File: config.mk
export PLATFORM = sky130hd
export DESIGN_NAME = spi_mem_slave
export DESIGN_NICKNAME = d
export VERILOG_FILES = /design/src/rtl/spi_mem_pkg.sv /design/src/rtl/spi_shift_out.sv /design/src/rtl/spi_mem_slave.sv
export SDC_FILE = /design/constraint.sdc
export NUM_CORES = 1
export LEC_CHECK = 0
export BUFFER_PORTS_ARGS = -buffer_cell sky130_fd_sc_hd__clkbuf_2
export CAP_MARGIN = 20
export CORE_ASPECT_RATIO = 0.9
export CORE_MARGIN = 1.5
export CORE_UTILIZATION = 29
export CTS_CLUSTER_SIZE = 40
export DETAILED_ROUTE_END_ITERATION = 8
export PLACE_DENSITY = 0.53
export SLEW_MARGIN = 20
export SYNTH_ARGS = -nofsm -noshare
export SYNTH_HDL_FRONTEND = slang
export SYNTH_SLANG_ARGS = --single-unit
export TNS_END_PERCENT = 5
File: constraint.sdc
create_clock -name clk -period 1.4 [get_ports clk]
set_input_delay 0.21 -clock clk [delete_from_list [all_inputs] [get_ports clk]]
set_output_delay 0.21 -clock clk [all_outputs]
set_load 0.05 [all_outputs]
File: src/rtl/spi_mem_pkg.sv
// rtl/spi_mem_pkg.sv - shared types and constants for the SPI memory slave
// Purpose: FSM state encoding, latched frame kind, 2-bit command codes and
//          the frame-width derivation used by spi_mem_slave and its bench.
// Ports:   none (package)
package spi_mem_pkg;

  typedef enum logic [2:0] {
    ST_IDLE     = 3'd0,
    ST_CHK_CMD  = 3'd1,
    ST_RX_SHIFT = 3'd2,
    ST_TX_WAIT  = 3'd3,
    ST_TX_SHIFT = 3'd4,
    ST_HOLD     = 3'd5
  } state_t;

  // Classification of the frame currently being received.
  typedef enum logic [1:0] {
    KIND_WRITE     = 2'd0,
    KIND_READ_ADD  = 2'd1,
    KIND_READ_DATA = 2'd2
  } kind_t;

  localparam logic [1:0] CMD_WR_ADDR = 2'b00;
  localparam logic [1:0] CMD_WR_DATA = 2'b01;
  localparam logic [1:0] CMD_RD_ADDR = 2'b10;
  localparam logic [1:0] CMD_RD_DATA = 2'b11;

  // Frame word = 2 command bits + address/data field.
  function automatic int frame_w(input int addr_w);
    return addr_w + 2;
  endfunction

endpackage

File: src/rtl/spi_shift_out.sv
// rtl/spi_shift_out.sv - parallel-load MSB-first serializer for MISO
// Purpose: holds the RAM read word and presents one bit per shift cycle.
// Ports:   clk, rst_n     - clock, synchronous active-low reset
//          i_clear        - zero the shift register and output bit
//          i_load/i_data  - parallel load of the word to send
//          i_shift        - drive next MSB on o_bit and shift left
//          o_bit          - registered serial output, 0 when not shifting
module spi_shift_out #(
  parameter int DATA_W = 8
) (
  input  logic              clk,
  input  logic              rst_n,
  input  logic              i_clear,
  input  logic              i_load,
  input  logic [DATA_W-1:0] i_data,
  input  logic              i_shift,
  output logic              o_bit
);

  logic [DATA_W-1:0] r_shreg;
  logic              r_bit;

  always_ff @(posedge clk) begin
    if (!rst_n || i_clear) begin
      r_shreg <= '0;
      r_bit   <= 1'b0;
    end else begin
      // The line idles low between shift cycles, so any non-shift cycle
      // (wait, hold, post-last-bit) drives 0.
      r_bit <= i_shift ? r_shreg[DATA_W-1] : 1'b0;
      if (i_load) begin
        r_shreg <= i_data;
      end else if (i_shift) begin
        r_shreg <= r_shreg << 1;
      end
    end
  end

  assign o_bit = r_bit;

endmodule

File: src/rtl/spi_mem_slave.sv
// rtl/spi_mem_slave.sv - SPI slave front end for the single-port RAM
// Purpose: receives {cmd[1:0], field} frames on MOSI, hands them to the RAM
//          via rx_data/rx_valid, and serializes RAM read data onto MISO.
// Ports:   clk, rst_n  - system clock, synchronous active-low reset
//          SS_n, MOSI  - SPI select (frame = low period) and serial input
//          tx_valid, tx_data - RAM read data handshake
//          rx_data, rx_valid - received frame word and its one-cycle strobe
//          MISO        - serial read data output
//          frame_err   - one-cycle pulse when SS_n rises mid-frame
//          busy        - FSM not idle
module spi_mem_slave
  import spi_mem_pkg::*;
#(
  parameter int ADDR_W = 8,
  parameter int DATA_W = 8
) (
  input  logic              clk,
  input  logic              rst_n,
  input  logic              SS_n,
  input  logic              MOSI,
  input  logic              tx_valid,
  input  logic [DATA_W-1:0] tx_data,
  output logic [ADDR_W+1:0] rx_data,
  output logic              rx_valid,
  output logic              MISO,
  output logic              frame_err,
  output logic              busy
);

  localparam int W  = frame_w(ADDR_W);
  localparam int CW = $clog2(W + DATA_W + 1);
  localparam logic [CW-1:0] CNT_RX_DONE = CW'(W);
  localparam logic [CW-1:0] CNT_TX_DONE = CW'(DATA_W);

  state_t         r_state;
  kind_t          r_kind;
  logic [CW-1:0]  r_cnt;
  logic [W-1:0]   r_rx_shift;
  logic [W-1:0]   r_rx_data;
  logic           r_rx_valid;
  logic           r_frame_err;
  logic           r_read_pending;

  state_t         w_state_nxt;
  logic           w_frame_err;
  logic           w_shift_in;
  logic           w_latch_kind;
  logic           w_rx_done;
  logic           w_set_rp;
  logic           w_clr_rp;
  logic           w_cnt_inc;
  logic           w_cnt_clr;
  logic           w_tx_load;
  logic           w_tx_shift;
  logic           w_to_idle;

  always_ff @(posedge clk) begin
    if (!rst_n) begin
      r_state <= ST_IDLE;
    end else begin
      r_state <= w_state_nxt;
    end
  end

  always_comb begin
    w_state_nxt  = r_state;
    w_frame_err  = 1'b0;
    w_shift_in   = 1'b0;
    w_latch_kind = 1'b0;
    w_rx_done    = 1'b0;
    w_set_rp     = 1'b0;
    w_clr_rp     = 1'b0;
    w_cnt_inc    = 1'b0;
    w_cnt_clr    = 1'b0;
    w_tx_load    = 1'b0;
    w_tx_shift   = 1'b0;
    case (r_state)
      ST_IDLE: begin
        if (!SS_n) w_state_nxt = ST_CHK_CMD;
      end
      ST_CHK_CMD: begin
        if (SS_n) begin
          w_frame_err = 1'b1;
          w_state_nxt = ST_IDLE;
        end else begin
          w_shift_in   = 1'b1;
          w_latch_kind = 1'b1;
          w_cnt_inc    = 1'b1;
          w_state_nxt  = ST_RX_SHIFT;
        end
      end
      ST_RX_SHIFT: begin
        // Word completion wins over a coincident SS_n rise: the word is
        // delivered without an error and the FSM simply returns to idle.
        if (r_cnt == CNT_RX_DONE) begin
          w_rx_done = 1'b1;
          w_cnt_clr = 1'b1;
          if (r_kind == KIND_READ_ADD) w_set_rp = 1'b1;
          if (SS_n) begin
            w_state_nxt = ST_IDLE;
          end else if (r_kind == KIND_READ_DATA) begin
            w_state_nxt = ST_TX_WAIT;
          end else begin
            w_state_nxt = ST_HOLD;
          end
        end else if (SS_n) begin
          w_frame_err = 1'b1;
          w_state_nxt = ST_IDLE;
        end else begin
          w_shift_in = 1'b1;
          w_cnt_inc  = 1'b1;
        end
      end
      ST_TX_WAIT: begin
        if (SS_n) begin
          w_frame_err = 1'b1;
          w_state_nxt = ST_IDLE;
        end else if (tx_valid) begin
          w_tx_load   = 1'b1;
          w_state_nxt = ST_TX_SHIFT;
        end
      end
      ST_TX_SHIFT: begin
        // read_pending is only cleared once the whole byte has gone out, so
        // an aborted data read can be retried.
        if (SS_n) begin
          w_frame_err = 1'b1;
          w_state_nxt = ST_IDLE;
        end else if (r_cnt == CNT_TX_DONE) begin
          w_clr_rp    = 1'b1;
          w_cnt_clr   = 1'b1;
          w_state_nxt = ST_HOLD;
        end else begin
          w_tx_shift = 1'b1;
          w_cnt_inc  = 1'b1;
        end
      end
      ST_HOLD: begin
        if (SS_n) w_state_nxt = ST_IDLE;
      end
      default: begin
        w_state_nxt = ST_IDLE;
      end
    endcase
  end

  assign w_to_idle = (w_state_nxt == ST_IDLE);

  always_ff @(posedge clk) begin
    if (!rst_n) begin
      r_cnt          <= '0;
      r_rx_shift     <= '0;
      r_rx_data      <= '0;
      r_rx_valid     <= 1'b0;
      r_frame_err    <= 1'b0;
      r_read_pending <= 1'b0;
      r_kind         <= KIND_WRITE;
    end else begin
      r_rx_valid  <= w_rx_done;
      r_frame_err <= w_frame_err;
      if (w_rx_done) r_rx_data <= r_rx_shift;
      if (w_to_idle) begin
        r_cnt      <= '0;
        r_rx_shift <= '0;
      end else begin
        if (w_cnt_clr) begin
          r_cnt <= '0;
        end else if (w_cnt_inc) begin
          r_cnt <= r_cnt + CW'(1);
        end
        if (w_shift_in) r_rx_shift <= {r_rx_shift[W-2:0], MOSI};
      end
      if (w_latch_kind) begin
        if (MOSI == CMD_RD_ADDR[1]) begin
          r_kind <= r_read_pending ? KIND_READ_DATA : KIND_READ_ADD;
        end else begin
          r_kind <= KIND_WRITE;
        end
      end
      if (w_set_rp) begin
        r_read_pending <= 1'b1;
      end else if (w_clr_rp) begin
        r_read_pending <= 1'b0;
      end
    end
  end

  spi_shift_out #(
    .DATA_W (DATA_W)
  ) u_shift_out (
    .clk     (clk),
    .rst_n   (rst_n),
    .i_clear (w_to_idle),
    .i_load  (w_tx_load),
    .i_data  (tx_data),
    .i_shift (w_tx_shift),
    .o_bit   (MISO)
  );

  assign rx_data   = r_rx_data;
  assign rx_valid  = r_rx_valid;
  assign frame_err = r_frame_err;
  assign busy      = (r_state != ST_IDLE);

endmodule

# ---- Word level (Yosys, flattened, before mapping)
# Index checks and enable logic that the tools add are counted.
# Widths: inputs -> output; s select.
dict set report totals {
  output_inout_bits 14
  inputBits 13
  ff_bits 42
  wordCells 73
}
dict set report op_classes {
  n_eq_ne 9
  bitwise 2
  n_mux 40
  reduce_logical 11
  n_addsub 1
}
# operator count
set ops {}
lappend ops {{$mux 3} 9}
lappend ops {{$mux 1} 21}
lappend ops {{$pmux 3 s6} 1}
lappend ops {{$mux 8} 2}
lappend ops {{$eq 5x4->1 const B} 2}
lappend ops {{$eq 3x2->1 const B} 2}
lappend ops {{$eq 3x3->1 const B} 2}
lappend ops {{$logic_not 3->1} 2}
lappend ops {{$mux 2} 3}
lappend ops {{$pmux 1 s2} 3}
lappend ops {{$reduce_or 3->1} 2}
lappend ops {{$add 5x1->5 const B} 1}
lappend ops {{$reduce_bool 2->1} 2}
lappend ops {{$reduce_or 2->1} 2}
lappend ops {{$eq 3x1->1 const B} 1}
lappend ops {{$pmux 1 s3} 1}
lappend ops {{$reduce_bool 3->1} 1}
lappend ops {{$eq 2x1->1 const B} 1}
lappend ops {{$eq 2x2->1 const B} 1}
lappend ops {{$not 1->1} 2}
lappend ops {{$logic_not 1->1} 1}
lappend ops {{$logic_or 1x1->1} 1}

# ---- Logic depth before layout (Yosys ltp)
# Gate-level depths: netlist (run 1).
dict set report logic_depth {
  depth_word 8
  mapped_depth 7
  mapped_depth_nobuf 6
}

# ---- Hierarchy
# From an unflattened synthesis (run 1), not the netlist that was laid out.
dict set report hier_totals {
  cells_unflattened 207
  hier_area_um2 1934.4
}
# module cells_each n_inst area_each_um2
set modules_own_cells {}
lappend modules_own_cells {spi_mem_slave 167 1 1508.9}
lappend modules_own_cells {spi_shift_out 40 1 425.4}

# ---- Worst setup path after synthesis (run 1)
# OpenSTA, ideal clock, no wires.
dict set report synth_path {
  kind {flip-flop to flip-flop}
  from {reg r_cnt[0]}
  to {reg r_rx_shift[1]}
  slack_ns -0.110
  synth_period_minus_slack_ns 1.510
  stages_incl_launch_ff 8
  arrival_ns 1.382
  required_time_ns 1.272
  setup_ns 0.128
  path_cell_list {dfxtp_1 inv_1 ha_1 nand4bb_1 a31oi_1 buf_4 mux2i_1 nor2_1}
}
dict set report synth_via {
  elab_chain_cells 6
  word_cells_on_any_way 10
  classes_between {2 x eq/ne; 6 x mux; 2 x reduce/logical}
}
# element line_no
set synth_lines {}
lappend synth_lines {{start, declared} spi_mem_slave.sv:37} ;# logic [CW-1:0] r_cnt;
lappend synth_lines {{start signal, assigned} spi_mem_slave.sv:169} ;# r_cnt <= r_cnt + CW'(1);
lappend synth_lines {{$eq 5x4->1} spi_mem_slave.sv:129} ;# end else if (r_cnt == CNT_TX_DONE) begin
lappend synth_lines {{$mux 3} spi_mem_slave.sv:129}
lappend synth_lines {{$mux 3} spi_mem_slave.sv:126} ;# if (SS_n) begin
lappend synth_lines {{$pmux 3 s6} spi_mem_slave.sv:77} ;# case (r_state)
lappend synth_lines {{$logic_not 3->1} spi_mem_slave.sv:147} ;# assign w_to_idle = (w_state_nxt == ST_IDLE);
lappend synth_lines {{$reduce_or 2->1 (no line)} n/a}
lappend synth_lines {{end signal, assigned} spi_mem_slave.sv:171} ;# if (w_shift_in) r_rx_shift <= {r_rx_shift[W-2:0], MOSI};
lappend synth_lines {{end, declared} spi_mem_slave.sv:38} ;# logic [W-1:0] r_rx_shift;
# Several ways; a longest one is shown, not always the timed one.
# A chain may end at the register's enable or synchronous reset.

# ---- Final worst setup path (run 1)
dict set report layout_path {
  from {reg r_state[0]}
  to {out busy}
}
dict set report layout_via {
  elab_chain_cells 1
}
# element line_no
set layout_lines {}
lappend layout_lines {{start, declared} spi_mem_slave.sv:35} ;# state_t r_state;
lappend layout_lines {{start signal, assigned} spi_mem_slave.sv:61} ;# r_state <= w_state_nxt;
lappend layout_lines {{$reduce_bool 3->1} spi_mem_slave.sv:203} ;# assign busy = (r_state != ST_IDLE);
lappend layout_lines {{end, declared} spi_mem_slave.sv:27} ;# output logic busy
# No other way between the ends.

==> results of run 1 <==
## registers in the layout, summed over array words and instances, names as in the netlist
| name | flops |
|---|---|
| u_shift_out.o_bit | 1 |
| r_kind | 2 |
| r_cnt | 5 |
| r_read_pending | 1 |
| u_shift_out.r_shreg | 8 |
| frame_err | 1 |
| rx_data | 10 |
| r_state | 3 |
| rx_valid | 1 |
| r_rx_shift | 10 |
## layout make-up
class                           instances  area (um2)  share of cell area
Clock inverter                          3        43.8              0.0157
Inverter                                5        21.3             0.00762
Tap cell                               87         109              0.0390
Timing Repair Buffer                   74         556               0.199
Sequential cell                        42         857               0.307
Clock buffer                            5        68.8              0.0246
Multi-Input combinational cell        152        1140               0.407
## worst paths after layout
| check | end | start | cells past startpoint | slack (ps) |
|---|---|---|---|---|
| max | busy | r_state[0] | 4 | -150 |
| min | u_shift_out.r_shreg[0] | tx_data[0] | 3 | 140 |
| max reg2reg | r_rx_shift[0] | r_state[0] | 6 | -90 |
| min reg2reg | rx_data[3] | rx_data[3] | 2 | 450 |
## synth_stat cells (4+ instances only)
cell type and count:
o21ai_0 6, a21boi_1 10, a22oi_1 7, a21oi_1 14, nand3_1 16, nor2_1 13, inv_1 5, mux2i_1 14
dfxtp_1 42, clkbuf_1 6, nor2b_1 5, nand2_1 25, nand3b_1 4, buf_2 5
## critical path: stages (launching register included)
cell	delay, ps
dfxtp_4	350
buf_6	110
buf_6	100
or3_4	330
buf_8	160
## metal layers
metal,routed length (um),global-route usage
met4,65,0.0500
met3,75,0.0247
met5,0,0
met2,1970,0.193
met1,2410,0.184
## power breakdown
part | switching [mW] | internal (mW) | total [mW]
sequential | 0.00655 | 1.19 | 1.20
clock | 0.450 | 0.535 | 0.985
combinational | 0.104 | 0.112 | 0.216
## repair_timing
| item | CTS | global route |
|---|---|---|
| setup buffers | 3 | 11 |
| pin swaps | 2 | 20 |
| gates resized for setup | 20 | 30 |
| endpoints found under the setup margin | 39 | 40 |
## cells by family after synthesis
logic type	count (synthesis)	synth area share
AO/OA/AOI/OAI	51	0.175
buffers and inverters	18	0.0444
multiplexers	14	0.0732
flip-flops	42	0.439
adder cells (fa/ha/maj)	3	0.0196
AND/OR/NAND/NOR	84	0.249
## stage by stage
| stage | instance area [um2] | TNS (ps) | hold slack (ps) | instances |
|---|---|---|---|---|
| global placement | 2390 | -3260 | 429 | 347 |
| floorplan | 1930 | -1370 | 346 | 212 |
| finish | 2790 | -1560 | 145 | 368 |
| global route | 2790 | -4460 | 173 | 368 |
| detailed placement | 2390 | -3710 | 432 | 347 |
| CTS | 2600 | -2400 | 126 | 358 |
==> results.py, run 1 <==
metrics = {
    "floorplanning": {
        "dieArea_mm2": 0.00710,
        "fp.dieW_um": 88.6,
        "row_count": 27,
        "core-area_mm2": 0.00625,
        "io_pins": 27,
        "start_util": 0.306,
        "die_h_um": 80.1,
    },
    "logic_synthesis": {
        "postSynthAreaPerCell_um2": 9.03,
        "ys_async_sr_fraction": 0,
        "synth_edf_count": 0,
        "synth-seq-area-share": 0.439,
        "synthesis.nets": 228,
        "synth_top_flop_cell": "dfxtp_1",
        "synthTopCellsByArea": "dfxtp_1, mux2i_1, nand2_1",
        "yosysTopAreaCellShare": 0.439,
        "synth_largest_area_cell": "dfxtp_1",
        "synth_seq_cells": 42,
        "synth_cells": 212,
        "synth.distinct_cells": 41,
        "yosys_warnings": 0,
        "syn_area_mm2": 0.00191,
    },
    "detailed_routing": {
        "routedWlPerCell_um": 12.3,
        "vias": 1716,
        "via_per_inst": 4.66,
        "drc": 0,
        "wl_mm": 4.52,
        "drt_pass1_iterations": 4,
        "drtAntennaViolNets": 0,
        "drt_iter0_drc": 92,
    },
    "power": {
        "power_mw": 2.40,
        "power.leakage_nw": 1.08,
        "cellPowerDensity_mw_per_mm2": 860,
        "vdd.ir_drop.worst_uv": 512,
    },
    "clock_network": {
        "path_clk_slew_ps": 80,
        "cts-root-buf": "clkbuf_8",
        "cts_tree": "yes",
        "clk_latency_ps": 300,
        "ctsHtreeMaxLevel": 2,
        "cts.path.max_buffers": 2,
        "numCtsBuffers": 5,
        "cts_sinks": 42,
        "cts_hold_buf": 0,
    },
    "global_routing": {
        "grt_pass1_wl_mm": 7.21,
        "antenna_found_initial": 0,
        "grt_pass1_vias": 1596,
        "grt_start_max_net_pins": 16,
        "grt_remaining_overflow": 0,
        "track_usage": 0.130,
    },
    "cells_and_area": {
        "final_common_cell": "buf_4",
        "area_growth_pct": 45.9,
        "final_cell_mix": "buf_4, dfxtp_1, nand2_1, clkbuf_2",
        "fin_nets": 296,
        "final_util": 0.447,
        "layout-drive-gt1-share": 0.434,
        "fill_cells": 628,
        "n_antenna_cell": 0,
    },
    "timing": {
        "report.final.hold_viol_count": 0,
        "max_slew_margin": 0.754,
        "min_period_over_period": 1.10,
        "final.setup.worst_slack_ps": -146,
        "setup_violations": 37,
        "worst_clock_skew_ps": 8.33,
        "fmax_ghz": 0.647,
        "slew_viol_final": 0,
        "tightest_slew_ps": 369,
        "min_period_ps": 1550,
        "rsz0062_at_grt": "yes",
    },
    "placement": {
        "portBuffers": 26,
        "dp_hpwl_mm": 3.05,
        "place_ws_ps": -214,
        "gp_congestion": 0.728,
    },
    "critical_path": {
        "crit_required_ps": 1190,
        "critPathLaunchType": "flop",
        "cp.arrival_ps": 1340,
        "criticalPathCategory": "flop to primary output",
        "cp_max_fo": 2,
        "end_kind": "primary output",
    },
    "run_status": {
        "status": "finished with violations",
        "violations": "negative setup slack",
    },
    "run": {
        "maxCapViolCount": 0,
    },
    "min_path": {
        "min_path_type": "input port to flop",
    },
}
(Power assumes the default switching activity.)
==> run 2, diff against run 1 <==
ABC_AREA = 1   (was not set)
==> results.py, run 2 <==
metrics = {
    "detailed_routing": {
        "drt_pass1_iterations": 4,
        "wl_mm": 4.39,
        "routedWlPerCell_um": 10.5,
        "drt_iter0_drc": 82,
        "vias": 1809,
        "drtAntennaViolNets": 0,
        "drc": 0,
        "via_per_inst": 4.33,
    },
    "logic_synthesis": {
        "synth.distinct_cells": 25,
        "yosys_warnings": 0,
        "synth_compound_area_frac": 0.122,
        "synth_largest_area_cell": "dfxtp_1",
        "synthAdderAreaFrac": 0.0196,
        "synth_cells": 273,
        "post-synth-top-count-cell": "nand2_1",
        "muxShareOfSynthArea": 0,
        "synthesis.nets": 289,
        "postSynthAreaPerCell_um2": 7.03,
        "yosysTopAreaCellShare": 0.438,
        "ys_async_sr_fraction": 0,
        "synth-seq-area-share": 0.438,
        "synth_edf_count": 0,
        "synth_top_family_by_area": "simple AND/OR/NAND/NOR gates",
        "synth_xor_area_frac": 0.0183,
        "synth_top_flop_cell": "dfxtp_1",
        "synthTopCellsByArea": "dfxtp_1, nand2_1, nor2_1",
        "synth_common_cells": "nand2_1, nor2_1, dfxtp_1, inv_1, a21oi_1",
        "syn_area_mm2": 0.00192,
        "yosys.area_share.simple": 0.302,
        "synth_seq_cells": 42,
    },
    "global_routing": {
        "grt_pass1_vias": 1553,
        "track_usage": 0.125,
        "grt_pass1_wl_mm": 6.87,
        "antenna_found_initial": 0,
        "grt_start_max_net_pins": 20,
        "grt_remaining_overflow": 0,
    },
    "clock_network": {
        "cts_tree": "yes",
        "cts.path.max_buffers": 2,
        "ctsHtreeMaxLevel": 2,
        "clk_latency_ps": 300,
        "cts_sinks": 42,
        "numCtsBuffers": 5,
        "path_clk_slew_ps": 80,
        "cts-root-buf": "clkbuf_8",
    },
    "placement": {
        "dp_hpwl_mm": 2.98,
        "portBuffers": 26,
        "place_ws_ps": -176,
        "gp_congestion": 0.824,
        "dp.cells": 405,
    },
    "timing": {
        "setup_tns_ps": -3850,
        "final.setup.worst_slack_ps": -175,
        "fmax_ghz": 0.635,
        "max_slew_margin": 0.764,
        "setup_violations": 30,
        "report.final.hold_viol_count": 0,
        "slew_viol_final": 0,
        "rsz0062_at_grt": "yes",
        "min_period_over_period": 1.12,
        "worst_clock_skew_ps": 7.95,
        "tightest_slew_ps": 352,
        "min_period_ps": 1570,
    },
    "cells_and_area": {
        "final_cell_mix": "nand2_1, dfxtp_1, inv_1",
        "stdcell_count": 418,
        "final_common_cell": "nand2_1",
        "fill_cells": 644,
        "n_antenna_cell": 0,
        "regArea_um2": 848,
        "layout-drive-gt1-share": 0.305,
        "fin_nets": 346,
        "multiInputGateArea_mm2": 0.00105,
        "area_growth_pct": 34.3,
    },
    "run_status": {
        "violations": "negative setup slack",
        "status": "finished with violations",
    },
    "floorplanning": {
        "dieArea_mm2": 0.00711,
        "start_util": 0.307,
        "core-area_mm2": 0.00625,
        "fp.dieW_um": 88.7,
        "die_h_um": 80.2,
        "io_pins": 27,
        "row_count": 27,
    },
    "run": {
        "maxCapViolCount": 0,
    },
    "min_path": {
        "min_path_type": "input port to flop",
    },
    "power": {
        "power.leakage_nw": 1.13,
        "vdd.ir_drop.worst_uv": 391,
        "cellPowerDensity_mw_per_mm2": 866,
    },
    "critical_path": {
        "cp_max_fo": 5,
        "reg2reg_from": "r_cnt[0]",
        "reg2reg_to": "r_cnt[2]",
        "r2r_slack_ps": -170,
        "ff2ff_path_depth": 12,
        "cp-startpoint": "r_cnt[0]",
        "end_kind": "flop",
        "critPathLaunchType": "flop",
        "cp.arrival_ps": 1780,
        "criticalPathCategory": "flop to flop",
        "crit_end": "r_cnt[2]",
        "crit_required_ps": 1600,
    },
}
[run 2: kinds of logic after synthesis]
logic type	count (synthesis)
compound gates	45
xor+xnor	4
fa+ha+maj	3
buf+inv	46
flops	42
simple gates	133
[run 2: cell type report]
cell class              instances  area share
repair buffers                 52       0.127
flip-flops and latches         42       0.329
clock buffers                   6      0.0321
clock inverters                 2     0.00486
inverters                      40      0.0583
well taps                      87      0.0423
multi-input cells             189       0.406
[run 2: routing by layer]
metal  part of all wire  up-vias  track usage
met5                  0        -            0
met1               0.53      786        0.174
met4              0.017        0       0.0563
li1                   -      971            -
met2               0.41       44        0.183
met3              0.041        8       0.0277
[run 2: metrics by stage]
| step | hold WS (ps) | area [um2] | power, mW | util |
|---|---|---|---|---|
| 6_report | 179 | 2580 | 2.23 | 0.412 |
| 5_1_grt | 183 | 2580 | 2.32 | 0.412 |
| 4_1_cts | 162 | 2450 | 2.22 | 0.392 |
| 3_5_place_dp | 435 | 2330 | 1.39 | 0.372 |
| 3_3_place_gp | 436 | 2330 | 1.39 | 0.372 |
| 2_1_floorplan | 348 | 1940 | 1.33 | - |
[run 2: critical path, stage by stage (launching register included)]
cell,delay (ps)
dfxtp_2,340
inv_2,50
ha_4,150
inv_2,60
nor2_4,30
nand2_2,100
nor2_1,50
nand2_1,100
nand2_2,70
nor2_4,120
nand3_4,190
nand2_4,170
nor2_1,50
[run 2: power by group]
| group | switching (mW) | internal (mW) |
|---|---|---|
| Combinational | 0.134 | 0.0695 |
| Sequential | 0.00618 | 1.20 |
| Clock | 0.425 | 0.396 |
| Total | 0.566 | 1.67 |
[run 2: repair_timing]
| item | CTS | global route |
|---|---|---|
| pin swaps | 1 | 10 |
| gates resized for setup | 7 | 24 |
| endpoints found under the setup margin | 31 | 36 |
| setup buffers | 0 | 1 |
| gates cloned | 0 | 4 |
| hold buffers | 0 | 0 |
[run 2: how the worst min path moves through the flow]
stage	from	endpoint	slack (ps)	cells past startpoint
6_report	tx_data[0]	u_shift_out.r_shreg[0]	180	3
5_1_grt	tx_data[0]	u_shift_out.r_shreg[0]	180	3
4_1_cts	tx_data[0]	u_shift_out.r_shreg[0]	160	3
3_5_place_dp	u_shift_out.r_shreg[7]	u_shift_out.o_bit	430	2
3_3_place_gp	u_shift_out.r_shreg[7]	u_shift_out.o_bit	440	2
2_1_floorplan	rst_n	rx_data[0]	350	2
